### config.mk
export PLATFORM = sky130hd
export DESIGN_NAME = ram_scan_reader
export DESIGN_NICKNAME = d
export VERILOG_FILES = /design/src/rtl/ram_scan_reader.sv
export SDC_FILE = /design/constraint.sdc
export NUM_CORES = 1
export LEC_CHECK = 0
export ABC_AREA = 1
export CORE_UTILIZATION = 32
export DETAILED_ROUTE_END_ITERATION = 6
export DONT_BUFFER_PORTS = 1
export PLACE_DENSITY_LB_ADDON = 0.12
export REMOVE_ABC_BUFFERS = 1
export SYNTH_ARGS = -nofsm -noshare
export SYNTH_HDL_FRONTEND = slang
export SYNTH_SLANG_ARGS = --single-unit
### constraint.sdc
create_clock -name clk -period 3.1 [get_ports clk]
set_input_delay 0.465 -clock clk [delete_from_list [all_inputs] [get_ports clk]]
set_output_delay 0.465 -clock clk [all_outputs]
set_load 0.01 [all_outputs]
### src/rtl/ram_scan_reader.sv
// ram_scan_reader: scans the display RAM read port address by address with a programmable dwell,
// capturing each word into registered address/data outputs for the display path.
module ram_scan_reader #(
  parameter int ADDR_W   = 5,
  parameter int DATA_W   = 4,
  parameter int READ_LAT = 1,
  parameter int TICK_DIV = 25_000_000
) (
  input  logic              clk,
  input  logic              reset,
  input  logic              enable,
  input  logic              step,
  output logic              rd_en,
  output logic [ADDR_W-1:0] rd_addr,
  input  logic [DATA_W-1:0] rd_data,
  output logic [ADDR_W-1:0] out_addr,
  output logic [DATA_W-1:0] out_data,
  output logic              out_valid,
  output logic              wrap,
  output logic              busy
);
  localparam int TW = $clog2(TICK_DIV + 1);
  localparam int WW = $clog2(READ_LAT + 1);
  typedef enum logic [1:0] {IDLE, ISSUE, WAIT, HOLD} state_t;
  state_t            state_q;
  logic [ADDR_W-1:0] cur_addr_q;
  logic [WW-1:0]     wait_cnt_q;
  logic [TW-1:0]     tick_cnt_q;
  logic [ADDR_W-1:0] out_addr_q;
  logic [DATA_W-1:0] out_data_q;
  logic              out_valid_q;
  logic              wrap_q;
  always_ff @(posedge clk or negedge reset) begin
    if (!reset) begin
      state_q     <= IDLE;
      cur_addr_q  <= '0;
      wait_cnt_q  <= '0;
      tick_cnt_q  <= '0;
      out_addr_q  <= '0;
      out_data_q  <= '0;
      out_valid_q <= 1'b0;
      wrap_q      <= 1'b0;
    end else begin
      out_valid_q <= 1'b0;
      wrap_q      <= 1'b0;
      // enable low wins over everything, including a pending step or timer expiry
      if (!enable) begin
        state_q    <= IDLE;
        wait_cnt_q <= '0;
        tick_cnt_q <= '0;
      end else begin
        case (state_q)
          IDLE: state_q <= ISSUE;
          ISSUE: begin
            state_q    <= WAIT;
            wait_cnt_q <= '0;
          end
          WAIT: begin
            if (wait_cnt_q == WW'(READ_LAT - 1)) begin
              out_data_q  <= rd_data;
              out_addr_q  <= cur_addr_q;
              out_valid_q <= 1'b1;
              state_q     <= HOLD;
              tick_cnt_q  <= '0;
            end else begin
              wait_cnt_q <= wait_cnt_q + 1'b1;
            end
          end
          HOLD: begin
            if (step || tick_cnt_q == TW'(TICK_DIV - 1)) begin
              cur_addr_q <= cur_addr_q + 1'b1;
              wrap_q     <= &cur_addr_q;
              state_q    <= ISSUE;
              tick_cnt_q <= '0;
            end else begin
              tick_cnt_q <= tick_cnt_q + 1'b1;
            end
          end
          default: state_q <= IDLE;
        endcase
      end
    end
  end
  assign rd_en     = (state_q == ISSUE);
  assign rd_addr   = cur_addr_q;
  assign busy      = (state_q != IDLE);
  assign out_addr  = out_addr_q;
  assign out_data  = out_data_q;
  assign out_valid = out_valid_q;
  assign wrap      = wrap_q;
endmodule

Yosys cells after proc, flatten, opt, wreduce, memory -nomap -nowiden. Index checks and enable logic that the tools add are counted.

Bits in registers: 44. Input port bits: 8. Output and inout bits: 18. Word-level logic and storage cells: 45.

$add $sub $neg: 3. Eq/ne operators: 8. Multiplexer cells: 17. Bitwise gates (word level): 1. Reductions and logical operators: 8.

Operators by type and width (number): $mux W25 (3); $pmux W25 S2 (1); $add A25 B1 Y25 const B (1); $eq A25 B25 Y1 const B (1); $mux W1 (8); $pmux W2 S4 (1); $mux W2 (3); $ne A3 B1 Y1 const B (2); $ne A3 B3 Y1 const B (2); $reduce_and A3 Y1 (2); $add A5 B1 Y5 const B (1); $reduce_and A5 Y1 (1); $eq A2 B2 Y1 const B (2); $reduce_and A2 Y1 (2); $eq A2 B1 Y1 const B (1); $logic_not A2 Y1 (1); $pmux W1 S2 (1); $reduce_bool A2 Y1 (1); $add A1 B1 Y1 const B (1); $logic_or A1 B1 Y1 (1); $not A1 Y1 (1).

Depth between registers and ports, before layout. Gate-level depths: netlist of the first run.

Depth after elaboration: 5. Gate-level depth with buffers: 11. Mapped depth without buffers: 11.

Worst setup path after synthesis of the first run. No wires, ideal clock.

Kind: register to register. Start point: register state_q[0]. End point: register tick_cnt_q[21]. Setup time: 119 ps. Data arrival time: 1412 ps. Data required time: 2981 ps. Path slack: 1569 ps. Cell stages (with the launch flop): 10. Buffers on the path: 0. Clock period less this slack: 1531 ps. Path through: dfrtp_1 -> ha_1 -> inv_1 -> nand2_1 -> nor2_2 -> nor2_1 -> nand3_1 -> nor2_1 -> a21oi_1 -> nor2_1.

Cells in the longest elaborated chain, start to end: 3. Elaborated cells between the ends (all ways): 7. Those cells by class: 4 x eq/ne; 2 x mux; 1 x reduce/logical.

RTL lines: from (decl) (RTL line 25) `state_t state_q;`; from (signal assigned) (RTL line 35) `state_q <= IDLE;`; from (signal assigned) (RTL line 48) `state_q <= IDLE;`; from (signal assigned) (RTL line 53) `IDLE: state_q <= ISSUE;`; $eq A2 B2 Y1 (RTL line 52) `case (state_q)`; $pmux W25 S2, or another cell as far along (RTL line 52); $mux W25 / $reduce_and A2 Y1 (equally long branches); to (signal assigned) (RTL line 76) `tick_cnt_q <= tick_cnt_q + 1'b1;`; to (decl) (RTL line 28) `logic [TW-1:0] tick_cnt_q;`.

Several ways; a longest one is shown, not always the timed one. A chain may end at the register's enable or synchronous reset.

Worst setup path in the final report of the first run.
Start point: register tick_cnt_q[0]. End point: register tick_cnt_q[2].

Cells in the longest elaborated chain, start to end: 5. Elaborated cells between the ends (all ways): 6. Those cells by class: 1 x add/sub; 1 x eq/ne; 3 x mux; 1 x reduce/logical.

RTL lines: parallel branches: the longest is 2 deep, another holds $add A25 B1 Y25; $mux W25 (*) (RTL line 70) `if (step || tick_cnt_q == TW'(TICK_DIV - 1)) begin`; $pmux W25 S2 (*) (RTL line 52); $mux W25 (*) (RTL line 47) `if (!enable) begin`.

Every way passes the cells marked *.

==> impl_metrics.csv, run 1 <==
group,metric,value,unit
run_status,status,"finished, final reports clean",
logic_synthesis,netlist_area,2390,um2
detailed_routing,firstDrtPassIters,5,
logic_synthesis,yosysTopAreaCellShare,45.0,%
floorplan,std_cell_rows,31,
power_and_ir_drop,power_density,554,nW/um2
min_path,hp-class,"in2reg",
timing,hold_violations,0,
logic_synthesis,synthCells,327,
logic_synthesis,synth-async-reset-ratio,100,%
detailed_routing,drt-total-wl,5.41,mm
logic_synthesis,synth-seq-cells,43,
logic_synthesis,synth_common_cells,"99 x nand2_1, 55 x nor2_1, 44 x inv_1, 43 x dfrtp_1, 22 x nand3_1",
timing,rsz0062_at_grt,"no",
timing,finalCritPeriodShare,61.6,%
clocking,cts_tree,"yes",
grt,grt.total_usage,15.8,%
finish,syn_to_final_growth,10.5,%
timing,max_slew_margin,69.7,%
floorplan,core_region_area,7250,um2
placement,place.gp.congestion,0.780,
critical_path,reg2reg_to,"tick_cnt_q[2]",
critical_path,r2r_slack,1.19,ns
placement,place.port_buffers,0,
floorplan,start_util,33.0,%
floorplan,die_w,88.4,um
critical_path,crit_type,"reg2reg",
grt,grt_max_degree,44,
logic_synthesis,ys_warn_count,0,
power_and_ir_drop,ir_drop,301,uV
critical_path,arrival,2.09,ns
critical_path,worst_setup_path_end_kind,"flop",
run,max_cap_viol_count,0,
timing,fin_skew,0.0109,ns
detailed_routing,ant_nets,0,
clocking,clk_latency,0.30,ns
logic_synthesis,yosysMostFrequentCell,"nand2_1",
logic_synthesis,yosysTopAreaCell,"dfrtp_1",
detailed_routing,first_iter_violations,102,
clocking,clkSlewWorstSetupHoldPaths,0.09,ns
grt,grt_pass1_vias,1993,
logic_synthesis,ys.flop_type,"dfrtp_1",
logic_synthesis,yosys-top-cells-area,"dfrtp_1 45%, nand2_1 16%, nor2_1 8.6%",
critical_path,critPathRequiredTime,3.28,ns
critical_path,r2r_start,"tick_cnt_q[0]",
logic_synthesis,avgSynthCellArea,7.31,um2
timing,max_freq,0.523,GHz
logic_synthesis,yosysUniqueCellTypes,24,
critical_path,worst-r2r-cell-count,10,
critical_path,worst_setup_path_start_kind,"flop",
timing,drv_slew,0,
finish,n_antenna_cell,0,
timing,timing.final.crit_period,1.91,ns
logic_synthesis,synth-edff-count,0,
finish,fillerInstances,796,
floorplan,fp.dieArea,7820,um2
floorplan,fp.dieH,88.4,um
floorplan,pin_count,26,
grt,grt_pass1_wl,9.36,mm
finish,layout-drive-gt1-share,6.29,%
timing,worst_pin_slew,0.453,ns
finish,nNetsFinal,348,
placement,dp_hpwl,4.01,mm
clocking,cts_made_buffers,5,
detailed_routing,dr_total_vias,1913,
critical_path,endpoint,"tick_cnt_q[2]",
clocking,cts-htree-levels,2,
timing,setup_viol,0,
clocking,clock-root-buffer,"clkbuf_8",
timing,final.setup.worst_slack,1.19,ns
timing,fin_tns_setup,0,ns
placement,dp_slack,1.16,ns
detailed_routing,via_per_inst,4.42,
power_and_ir_drop,p_leak,1.24,nW
logic_synthesis,synth_seq_area_share,45.0,%
clocking,cts_num_sinks,43,
critical_path,startpoint,"tick_cnt_q[0]",
critical_path,crit_path_max_fanout,11,
clocking,clockBufferDepth,2,
detailed_routing,drcViolationCount,0,
detailed_routing,wl_per_cell,12.5,um
grt,grt_antenna_before_repair,0,
grt,grt_overflow,0,
## flip-flops by register name (all words and copies together) (netlist names)
| register | flops |
|---|---|
| tick_cnt_q | 25 |
| out_valid | 1 |
| state_q | 2 |
| out_addr | 5 |
| wrap | 1 |
| rd_addr | 5 |
| out_data | 4 |
## critical path, cell delays in order, from the launching register on
cell     delay, ns
dfrtp_1       0.40
ha_1          0.21
inv_1         0.06
nor2_2        0.17
nand2_2       0.11
nor2_1        0.11
nand2_1       0.09
nand3_2       0.14
nand2_2       0.19
inv_2         0.26
nor2_1        0.07
## per-layer routing
metal,track usage (%),vias up,part of all wire (%)
met1,21.1,856,50
met3,3.73,5,4.5
met4,4.40,0,0.78
met2,25.7,33,45
li1,-,1019,-
met5,0,-,0
## cell type report
type	count	area [um2]	area share, %
Clock inverter	3	47.5	1.80
Sequential cell	43	1080	40.7
Timing Repair Buffer	2	37.5	1.42
Inverter	45	169	6.39
Clock buffer	5	68.8	2.60
Tap cell	99	124	4.69
Multi-Input combinational cell	236	1120	42.4
## kinds of logic (layout without fill, tap and decap cells)
family | after synthesis | in the layout | share of synthesized area (%)
AND/OR/NAND/NOR | 199 | 199 | 35.2
buffers and inverters | 48 | 55 | 8.16
flip-flops | 43 | 43 | 45.0
AO/OA/AOI/OAI | 21 | 21 | 4.66
XOR/XNOR | 9 | 9 | 3.30
adder cells (fa/ha/maj) | 7 | 7 | 3.66
## power breakdown
| group | switching, W | internal (W) | leakage [nW] | total [W] |
|---|---|---|---|---|
| combinational | 0.000137 | 0.0000830 | 0.605 | 0.000220 |
| sequential | 0.000130 | 0.000656 | 0.572 | 0.000786 |
| clock | 0.000213 | 0.000244 | 0.0587 | 0.000458 |
| total | 0.000481 | 0.000983 | 1.24 | 0.00146 |
## timing repair
| action | 4_1_cts | 5_1_grt |
|---|---|---|
| resized for setup | 0 | 0 |
| hold buffers | 2 | 0 |
| endpoints found under the hold margin | 43 | 0 |
| buffers inserted | 0 | 0 |
## cells in the final DEF (no fill, tap or decap), drive strengths merged
master,count
bufinv,1
dlygate4sd3,1
a21oi,3
dfrtp,43
nor3,5
nand4,3
xnor2,2
xor2,7
buf,1
nand3,24
nor4,1
o21bai,1
o22ai,2
clkinv,1
inv,46
ha,7
a31oi,1
clkbuf,5
nor2,62
o21ai,14
nand2,101
nand3b,3
## metrics by stage
stage	instance area, um2	utilization, %	total power, W	std cells	hold slack (ns)
final	2640	36.4	0.00146	433	0.265
after global routing	2640	36.4	0.00156	433	0.246
after CTS	2640	36.4	0.00149	433	0.256
after detailed placement	2490	34.3	0.00101	423	0.171
after global placement	2490	34.3	0.00100	423	0.171
after floorplan	2360	-	0.000944	324	0.169
## worst min-delay path by stage
stage               startpoint            end  slack, ns  cells after the start
global route        rd_data[0]    out_data[0]       0.25                      2
finish              rd_data[2]    out_data[2]       0.26                      2
global placement         reset  tick_cnt_q[5]       0.17                      0
detailed placement       reset  tick_cnt_q[6]       0.17                      0
CTS                 rd_data[2]    out_data[2]       0.26                      2
floorplan                reset    out_addr[0]       0.17                      0
No activity file was read; power rests on OpenSTA's default activity.
==> run 2: changes to the inputs <==
Clock period 3.1 ns to 1.6 ns, I/O delays scaled along.
==> impl_metrics.csv, run 2 (synthesized netlist as in run 1, its figures left out) <==
group,metric,value,unit
run_status,status,"finished, final reports clean",
floorplan,fp.dieH,88.4,um
timing,drv_slew,0,
floorplan,pin_count,26,
grt,grt_pass1_wl,9.58,mm
finish,fillerInstances,743,
timing,fin_skew,0.00881,ns
power_and_ir_drop,p_leak,1.46,nW
finish,final_common_cell,"nand2_1",
timing,final.setup.worst_slack,0.00608,ns
timing,finalCritPeriodShare,99.6,%
clocking,cts_made_buffers,5,
grt,grt_overflow,0,
clocking,cts_num_sinks,43,
finish,syn_to_final_growth,32.3,%
clocking,clkSlewWorstSetupHoldPaths,0.10,ns
clocking,cts_tree,"yes",
floorplan,die_w,88.4,um
detailed_routing,wl_per_cell,12.4,um
min_path,hp-class,"in2reg",
detailed_routing,drcViolationCount,0,
finish,regMostFlops,"tick_cnt_q",
timing,hold_violations,0,
placement,dp_slack,-0.0890,ns
critical_path,arrival,1.84,ns
critical_path,critPathRequiredTime,1.84,ns
critical_path,crit_path_max_fanout,4,
run,max_cap_viol_count,0,
power_and_ir_drop,power_density,952,nW/um2
grt,grt_pass1_vias,2025,
clocking,cts-htree-levels,2,
finish,largest_reg_flops,25,
timing,max_freq,0.627,GHz
floorplan,fp.dieArea,7820,um2
clocking,clk_latency,0.31,ns
power_and_ir_drop,ir_drop,593,uV
critical_path,worst_setup_path_end_kind,"flop",
timing,worst_pin_slew,0.350,ns
detailed_routing,dr_total_vias,2119,
timing,worst_hold_slack,0.0382,ns
critical_path,worst_setup_path_start_kind,"flop",
floorplan,start_util,33.0,%
finish,n_antenna_cell,0,
finish,nNetsFinal,391,
detailed_routing,firstDrtPassIters,4,
grt,grt.total_usage,16.3,%
clocking,clock-root-buffer,"clkbuf_8",
finish,layout-drive-gt1-share,25.2,%
detailed_routing,ant_nets,0,
timing,rsz0062_at_grt,"yes",
detailed_routing,drt-total-wl,5.88,mm
placement,place.port_buffers,0,
placement,placed_cell_area,2740,um2
timing,timing.final.crit_period,1.59,ns
finish,mostFrequentLayoutCells,"93 x nand2_1, 48 x nor2_1, 41 x dfrtp_1",
clocking,clockBufferDepth,2,
detailed_routing,via_per_inst,4.45,
placement,dp_hpwl,4.21,mm
timing,max_slew_margin,76.5,%
floorplan,core_region_area,7250,um2
timing,setup_viol,0,
detailed_routing,first_iter_violations,63,
finish,final_area,3160,um2
placement,place.gp.congestion,0.807,
floorplan,std_cell_rows,31,
grt,grt_antenna_before_repair,0,
grt,grt_max_degree,44,
critical_path,crit_type,"reg2reg",
-- run 2: metrics by stage --
step,power (W),utilization (%),cells,setup TNS [ns]
finish,0.00301,43.6,476,0
global route,0.00318,43.6,476,-0.510
CTS,0.00296,40.7,469,-0.171
detailed placement,0.00200,37.7,456,-0.447
global placement,0.00200,37.7,456,-0.348
floorplan,0.00183,-,324,0
-- run 2: final cells by class --
class / instances / area (um2) / share of cell area [%]
Inverter: 45 / 174 / 5.50
Clock buffer: 5 / 68.8 / 2.18
Timing Repair Buffer: 45 / 400 / 12.7
Multi-Input combinational cell: 236 / 1270 / 40.2
Clock inverter: 3 / 47.5 / 1.50
Sequential cell: 43 / 1080 / 34.1
Tap cell: 99 / 124 / 3.92
-- run 2: worst paths after layout --
check | cells past startpoint | slack, ns | to | startpoint
min in group asynchronous | 2 | 0.46 | tick_cnt_q[0] | reset
min | 2 | 0.04 | out_data[2] | rd_data[2]
min reg2reg | 2 | 0.56 | tick_cnt_q[22] | tick_cnt_q[22]
max in group asynchronous | 2 | 0.92 | tick_cnt_q[16] | reset
max | 12 | 0.006 | tick_cnt_q[20] | tick_cnt_q[0]
max reg2reg | 12 | 0.006 | tick_cnt_q[20] | tick_cnt_q[0]
-- run 2: worst max-delay path, stage by stage (launching register included) --
cell     delay (ns)
dfrtp_1        0.42
ha_4           0.16
inv_2          0.04
nor2_4         0.08
nand2_2        0.07
buf_6          0.12
nor2_4         0.13
nand3_2        0.12
nor2_4         0.13
nand2_1        0.06
nand2_1        0.07
inv_1          0.03
nor2_1         0.08
-- run 2: power by group --
part	internal, W	switching, W
combinational	0.000278	0.000313
sequential	0.00127	0.000248
clock	0.000474	0.000430
-- run 2: timing repair --
item                                   CTS  global route
pin swaps                                8            19
resized for setup                       11            42
setup buffers                            3             7
gates cloned                             0             1
setup endpoints to repair               23            28
hold buffers                             2             0
endpoints found under the hold margin   43             0
-- run 2: layer usage --
metal  GRT usage, %  wire length [um]  vias up
li1               -                 -     1112
met1           22.2              2920      967
met2           25.8              2680       33
met3           3.92               221        7
met4           4.40                66        0
met5              0                 0        -
==> run 3: changes to the inputs <==
Settings changed: PLACE_DENSITY from default to 0.53, PLACE_DENSITY_LB_ADDON 0.12 to default.
==> impl_metrics.csv, run 3 (synthesized netlist as in run 1, its figures left out) <==
group,metric,value,unit
floorplan,fp.dieH,88.4,um
detailed_routing,wl_per_cell,12.7,um
grt,grt_antenna_before_repair,0,
grt,grt.total_usage,15.6,%
floorplan,fp.dieArea,7820,um2
grt,grt_pass1_wl,9.03,mm
critical_path,r2r_start,"state_q[0]",
finish,mostFrequentLayoutCells,"96 x nand2_1, 45 x nor2_1, 43 x inv_1",
detailed_routing,ant_nets,0,
detailed_routing,first_iter_violations,76,
critical_path,crit_path_cell_trace,"ha_2 > inv_1 > nand2_2 > nor2_4 > nor2_4 > nand3_1 > inv_1 > a21oi_1 > nor2_1",
critical_path,crit_path_max_fanout,4,
power_and_ir_drop,power.switching,0.000991,W
timing,finalCritPeriodShare,99.4,%
floorplan,pin_count,26,
finish,n_antenna_cell,0,
run,max_cap_viol_count,0,
detailed_routing,via_per_inst,4.53,
power_and_ir_drop,p_leak,1.39,nW
finish,nNetsFinal,375,
clocking,clk_latency,0.31,ns
timing,timing.final.crit_period,1.59,ns
grt,grt_max_degree,44,
critical_path,critPathTopFamily,"simple AND/OR/NAND/NOR gates",
min_path,hp-class,"in2reg",
clocking,clkSlewWorstSetupHoldPaths,0.09,ns
clocking,cts-htree-levels,2,
power_and_ir_drop,share_seq_of_total_power,51.3,%
critical_path,r2r_slack,0.01,ns
power_and_ir_drop,sw_frac_of_total,33.2,%
timing,max_freq,0.629,GHz
power_and_ir_drop,internal_power,0.00199,W
clocking,clockBufferDepth,2,
placement,dp_slack,-0.106,ns
critical_path,reg2reg_to,"tick_cnt_q[18]",
timing,final.setup.worst_slack,0.0104,ns
timing,drv_slew,0,
floorplan,start_util,33.0,%
detailed_routing,dr_total_vias,2086,
grt,grt_overflow,0,
placement,place.port_buffers,0,
critical_path,critPathRequiredTime,1.81,ns
critical_path,worst-r2r-cell-count,9,
placement,place.gp.congestion,0.851,
critical_path,crit_cells,9,
timing,setup_viol,0,
floorplan,die_w,88.4,um
finish,syn_to_final_growth,25.6,%
clocking,cts_tree,"yes",
clocking,cts_num_sinks,43,
min_path,whs_path_depth,2,
timing,worst_pin_slew,0.412,ns
power_and_ir_drop,ir_drop,716,uV
finish,largest_reg_flops,25,
finish,final_common_cell,"nand2_1",
timing,fin_skew,0.00657,ns
power_and_ir_drop,power_density,993,nW/um2
power_and_ir_drop,combPwrFrac,18.6,%
critical_path,arrival,1.80,ns
run_status,status,"finished, final reports clean",
detailed_routing,drt-total-wl,5.83,mm
timing,max_slew_margin,72.3,%
critical_path,worst-path-buf-inv,2,
min_path,min_to,"out_data[3]",
placement,dp_hpwl,4.10,mm
critical_path,crit_type,"reg2reg",
timing,worst_hold_slack,0.0407,ns
clocking,clock-root-buffer,"clkbuf_8",
timing,hold_violations,0,
critical_path,worst_setup_path_start_kind,"flop",
finish,regMostFlops,"tick_cnt_q",
floorplan,std_cell_rows,31,
power_and_ir_drop,clock_power_share,30.2,%
finish,layout-drive-gt1-share,19.4,%
critical_path,worst_setup_path_end_kind,"flop",
min_path,hp-start,"rd_data[3]",
critical_path,slowest_stage,"dfrtp_1",
grt,grt_pass1_vias,1933,
detailed_routing,firstDrtPassIters,4,
clocking,cts_made_buffers,5,
timing,rsz0062_at_grt,"yes",
floorplan,core_region_area,7250,um2
critical_path,worst_path_largest_cell_delay,0.41,ns
detailed_routing,drcViolationCount,0,
[run 3: cell types whose count changed in the layout (fill, tap and decap cells not counted), sizes merged]
cell    previous run  this run
clkbuf             6         5
buf               43        28
[run 3: area by class of cell]
type	instances	area (um2)
inverter	45	169
fill	758	4250
multi-input combinational	236	1250
timing repair buffer	29	268
tap	99	124
clock inverter	3	47.5
clock buffer	5	68.8
sequential	43	1080
[run 3: worst reg2reg max path: stages, from the launching register on]
cell and delay (ns):
dfrtp_1 0.41, ha_2 0.20, inv_1 0.08, nand2_2 0.07, nor2_4 0.22, nor2_4 0.08, nand3_1 0.16, inv_1 0.10
a21oi_1 0.13, nor2_1 0.06
[run 3: stage by stage]
step	utilization (%)	total power, W	setup TNS (ns)	area (um2)	cells
2_1_floorplan	-	0.00183	0	2360	324
3_3_place_gp	36.6	0.00199	-0.217	2650	443
3_5_place_dp	36.6	0.00201	-0.233	2650	443
4_1_cts	39.0	0.00295	-0.00939	2830	454
5_1_grt	41.4	0.00315	-0.724	3000	460
6_report	41.4	0.00298	0	3000	460
[run 3: metal layers]
metal,track usage (%),up-vias,routed length (um)
met4,5.72,0,85
met3,3.26,7,262
li1,-,1079,-
met2,24.4,53,2710
met5,0,-,0
met1,21.2,947,2770
[run 3: worst max-delay path by stage]
stage,startpoint,to
2_1_floorplan,tick_cnt_q[0],tick_cnt_q[10]
3_3_place_gp,state_q[0],tick_cnt_q[21]
3_5_place_dp,state_q[0],tick_cnt_q[21]
4_1_cts,state_q[0],tick_cnt_q[18]
5_1_grt,tick_cnt_q[1],rd_addr[4]
6_report,state_q[0],tick_cnt_q[18]
[run 3: what timing repair did]
| action | 4_1_cts | 5_1_grt |
|---|---|---|
| setup buffers | 1 | 5 |
| endpoints found under the setup margin | 7 | 30 |
| cloned | 0 | 1 |
| hold buffers | 2 | 0 |
| gates resized for setup | 4 | 37 |
| pin swaps | 0 | 11 |
| hold endpoints to repair | 43 | 0 |
[run 3: power groups by stage]
stage / clock network, W / logic (W) / registers (W)
3_3_place_gp: 0 / 0.000443 / 0.00155
2_1_floorplan: 0 / 0.000333 / 0.00150
4_1_cts: 0.000923 / 0.000500 / 0.00153
6_report: 0.000900 / 0.000554 / 0.00153
3_5_place_dp: 0 / 0.000466 / 0.00154
5_1_grt: 0.000962 / 0.000634 / 0.00155
